`src/rtl/imm_ext_reg.sv`:
```
// Immediate-extension register: sign/zero extends D onto Q, or
// (with IMM_EXT_ROT_EN) builds the rotated immediate imm8 ROR 2*rot4.
// Ports: CLK, CLR (async low), EN (low = load), MODE, D -> Q, BUSY, VALID.
// Optional macro: IMM_EXT_ROT_EN enables the iterative rotate mode.
module imm_ext_reg #(
  parameter int IN_W  = 12,
  parameter int OUT_W = 32
) (
  input  logic             CLK,
  input  logic             CLR,
  input  logic             EN,
  input  logic [1:0]       MODE,
  input  logic [IN_W-1:0]  D,
  output logic [OUT_W-1:0] Q,
  output logic             BUSY,
  output logic             VALID
);

  logic [OUT_W-1:0] sext;
  logic [OUT_W-1:0] zext;

  assign sext = {{(OUT_W-IN_W){D[IN_W-1]}}, D};
  assign zext = {{(OUT_W-IN_W){1'b0}}, D};

`ifdef IMM_EXT_ROT_EN

  localparam logic [0:0] IDLE = 1'b0;
  localparam logic [0:0] ROT  = 1'b1;

  logic [0:0]       state;
  logic [3:0]       cnt;
  logic [OUT_W-1:0] imm8;
  logic [OUT_W-1:0] q_ror2;
  logic [3:0]       rot4;

  assign rot4   = D[11:8];
  assign imm8   = {{(OUT_W-8){1'b0}}, D[7:0]};
  assign q_ror2 = {Q[1:0], Q[OUT_W-1:2]};
  assign BUSY   = (state == ROT);

  always_ff @(posedge CLK or negedge CLR) begin
    if (!CLR) begin
      state <= IDLE;
      cnt   <= 4'd0;
      Q     <= '0;
      VALID <= 1'b0;
    end else begin
      VALID <= 1'b0;
      case (state)
        IDLE: begin
          if (!EN) begin
            case (MODE)
              2'b01: begin
                Q     <= zext;
                VALID <= 1'b1;
              end
              2'b10: begin
                Q   <= imm8;
                cnt <= rot4;
                // rot4 = 0 needs no rotation, so it completes at once
                if (rot4 == 4'd0) begin
                  VALID <= 1'b1;
                end else begin
                  state <= ROT;
                end
              end
              default: begin
                Q     <= sext;
                VALID <= 1'b1;
              end
            endcase
          end
        end
        ROT: begin
          // one 2-bit rotate step per edge; EN/MODE/D ignored here
          Q   <= q_ror2;
          cnt <= cnt - 4'd1;
          if (cnt == 4'd1) begin
            state <= IDLE;
            VALID <= 1'b1;
          end
        end
        default: state <= IDLE;
      endcase
    end
  end

`else

  logic zsel;

  // without the rotate logic, MODE 10 falls back to zero-extend
  assign zsel = (MODE == 2'b01) || (MODE == 2'b10);
  assign BUSY = 1'b0;

  always_ff @(posedge CLK or negedge CLR) begin
    if (!CLR) begin
      Q     <= '0;
      VALID <= 1'b0;
    end else begin
      VALID <= 1'b0;
      if (!EN) begin
        Q     <= zsel ? zext : sext;
        VALID <= 1'b1;
      end
    end
  end

`endif

endmodule

```
`config.mk`:
```
export PLATFORM = sky130hd
export DESIGN_NAME = imm_ext_reg
export DESIGN_NICKNAME = d
export VERILOG_FILES = /design/src/rtl/imm_ext_reg.sv
export SDC_FILE = /design/constraint.sdc
export NUM_CORES = 1
export LEC_CHECK = 0
export CAP_MARGIN = 20
export CORE_UTILIZATION = 25
export DETAILED_ROUTE_END_ITERATION = 6
export PLACE_DENSITY = 0.73
export SKIP_CTS_REPAIR_TIMING = 1
export SYNTH_ARGS = -nofsm -noshare
export SYNTH_HDL_FRONTEND = slang
export SYNTH_SLANG_ARGS = --single-unit
```
`constraint.sdc`:
```
create_clock -name CLK -period 1.34 [get_ports CLK]
set_input_delay 0.402 -clock CLK [delete_from_list [all_inputs] [get_ports CLK]]
set_output_delay 0.402 -clock CLK [all_outputs]
set_load 0.005 [all_outputs]
```
==> out/qor.csv <==
stage,metric,value,unit
synth,synth unique cells,12,
cts,CTS Root Cell,clkbuf_4,
pwr,power per cell area,915,nW/µm²
routing,WL final,1720,µm
cts,maximum root-to-sink buffer count,2,
pwr,Sw Ratio,0.232,
routing,DRC,0,
pwr,Max VDD drop,0.551,mV
critical_path,destination of the worst register-to-register timing path,Q[30],
critical_path,flop-to-flop setup slack,0.42,ns
synth,Synthesized Nets,72,
pwr,share of total power in the clock network,0.244,
synth,area share of the largest cell type after synthesis,0.486,
grt,grt total ovfl,0,
min_path,HP Class,primary input to async pin,
timing,highest clock frequency the design can meet,620,MHz
synth,Post-Synth XOR/XNOR Area,0.0122,
grt,first-pass GRT wire length,2300,µm
timing,pins over their slew limit,0,
job,maximum capacitance violations,0,
grt,met1 track demand over resource,0.0963,
critical_path,startpoint types,flip-flop,
synth,mux contribution to synthesized area,0.208,
pwr,portion of total power attributed to combinational logic,0.357,
die,initial core utilization,0.264,
die,Core Footprint,2730,µm²
critical_path,critical path data required time,0.94,ns
layout,share of layout cells above drive strength 1,0.514,
layout,post-synthesis to final-layout area growth,85.2,%
die,total number of placement rows,19,
pwr,Internal,0.938,mW
synth,synth top area cells,"dfrtp_1, buf_4, mux2_4, mux2_2, buf_12",
timing,Layout Skew,0,ns
synth,share of flip-flops with an asynchronous set or reset,1.00,
grt,met3 GRT Util,0.0349,
placement,pre-CTS worst setup slack,-0.222,ns
layout,"Non-Filler Cell Area, Final",1340,µm²
synth,adder-cell area share of the yosys netlist,0,
layout,Filler Cells Inserted,242,
outcome,violated checks,negative setup slack,
synth,"Warnings, synthesis",0,
synth,cells after synthesis,55,
grt,global routing usage on met2,0.174,
synth,cell with the most instances after synthesis,buf_4,
pwr,sequential fraction of design power,0.399,
cts,CTS tree,yes,
placement,half-perimeter wire length after detailed placement,1050,µm
grt,antenna violations before repair,0,
routing,drt first pass iters,1,
placement,routability congestion estimate,0.708,
grt,global route hottest layer,met2,
outcome,outcome,finished with violations,
synth,dominant cell type by area after synthesis,dfrtp_1,
pwr,switching power,0.283,mW
die,height of the chip,55.7,µm
routing,wire length per cell,12.7,µm
routing,first-iteration detailed-routing DRC count,0,
die,Die Outline Area,3100,µm²
cts,H-tree levels,1,
cts,clock-pin slew of the registers on the worst-case setup and hold paths,0.08,ns
critical_path,RR Startpoint,Q[30],
critical_path,data arrival time of the critical path,1.21,ns
timing,final critical-path setup slack,-0.272,ns
critical_path,crit path capture type,output port,
routing,vias per inst,4.07,
critical_path,largest stage delay on the critical path,0.46,ns
routing,via count of the routed design,554,
critical_path,"Slowest-stage cell, CP",dfrtp_2,
critical_path,worst path cell trace,buf_6 > clkbuf_16 > buf_6 > buf_6,
synth,Post-Syn Area per Cell,13.1,µm²
synth,commonest cells in the netlist,"buf_4, dfrtp_1, mux2_4, mux2_2, nand2_1",
critical_path,Critical Path Fanout Max,4,
synth,sequential-to-total area share from yosys stat,0.486,
timing,unrepaired setup endpoints after global routing,yes,
synth,number of synthesized flops with an enable pin,0,
layout,Antenna Diode Count,0,
placement,cell area after placement,1130,µm²
layout,# nets final,123,
grt,maximum number of pins on one net before global-route repair,21,
die,width of the die,55.7,µm
critical_path,worst-case reg-to-reg path depth,4,
timing,Setup-failing EPs final,20,
cts,clock insertion delay at the later pin of the skew report,0.27,ns
synth,dominant combinational cell family by area after synthesis,buffers and inverters,
timing,post-layout min period,1.61,ns
synth,cell area after synthesis,721,µm²
pwr,leakage component of the power,0.760,nW
cts,total clock buffers created by CTS,3,
cts,total number of clock tree sinks,14,
grt,total routing resource utilization after global routing,0.0955,
grt,via count of the first global-routing pass,508,
timing,share of the clock period used by the worst path after layout,1.20,
routing,Final ANT Viol Nets,0,
placement,count of input and output buffers,49,
die,I/O pin count,51,
synth,area fraction in compound gates after synthesis,0.00694,
synth,leading register cell type out of synthesis,dfrtp_1,
critical_path,critical path start-end classification,flip-flop to output port,
layout,final core utilization,0.488,
synth,simple-gate share of the synthesized area,0.0243,
timing,final hold violation count,0,
critical_path,"Top cell by count, worst path",buf_6,
critical_path,Worst Setup SP,Q[30],
synth,flop and latch count out of synthesis,14,
## worst max-delay path, delay by kind of cell (launching register included)
kind / cells / cell delay, ns
buffers and inverters: 4 / 0.47
flip-flops: 1 / 0.46
## worst max-delay path by stage
| stage | to | slack [ns] | cells after the start |
|---|---|---|---|
| finish | Q[14] | -0.27 | 4 |
| global route | Q[14] | -0.31 | 4 |
| CTS | Q[23] | -0.41 | 2 |
| detailed placement | Q[4] | -0.22 | 3 |
| global placement | Q[6] | -0.19 | 3 |
| floorplan | Q[13] | 0.12 | 1 |
## layout by cell type, fill, tap and decap left out
cell type         n
clkbuf_4          3
dfrtp_1          13
buf_4             7
buf_6            17
inv_1             1
buf_12            2
clkbuf_16         2
dlymetal6s2s_1   14
dfrtp_2           1
nand2_1           3
clkdlybuf4s50_1  16
mux2_4            7
conb_1            1
o21ai_1           1
clkbuf_8          1
nand2b_1          1
clkbuf_2         10
mux2_2            4
xor2_1            1
## registers in the layout, summed over array words and instances (netlist names)
name / count
Q: 13
VALID: 1
## layout make-up
| class | count | area [µm²] | share of cell area |
|---|---|---|---|
| Timing Repair Buffer | 68 | 719 | 0.539 |
| Sequential cell | 14 | 352 | 0.263 |
| Multi-Input combinational cell | 18 | 185 | 0.139 |
| Tap cell | 31 | 38.8 | 0.0291 |
| Clock buffer | 4 | 36.3 | 0.0272 |
| Inverter | 1 | 3.75 | 0.00281 |
## routing by layer
metal,share of wire,vias up
li1,-,253
met1,0.37,267
met2,0.53,34
met3,0.098,0
met4,0,0
met5,0,-
## power groups by stage
stage	Clock (mW)	Sequential, mW	Combinational [mW]
after floorplan	0	0.505	0.160
after global placement	0	0.492	0.361
after detailed placement	0	0.494	0.368
after CTS	0.310	0.486	0.369
after global routing	0.332	0.493	0.462
final	0.298	0.487	0.436
## per-stage QoR
stage	instances	TNS [ns]	power, mW	hold WS, ns
after floorplan	55	0	0.665	0.106
final	136	-3.72	1.22	0.440
after detailed placement	118	-4.04	0.862	0.496
after global placement	118	-3.49	0.854	0.475
after global routing	136	-4.54	1.29	0.443
after CTS	122	-10.53	1.17	0.433
## kinds of logic after synthesis
logic type / Yosys count
other: 1
muxes: 11
AOI/OAI and AO/OA: 1
buffers and inverters: 23
and+or+nand+nor: 4
xor gates and xnor gates: 1
DFF: 14
(Power assumes the default switching activity.)
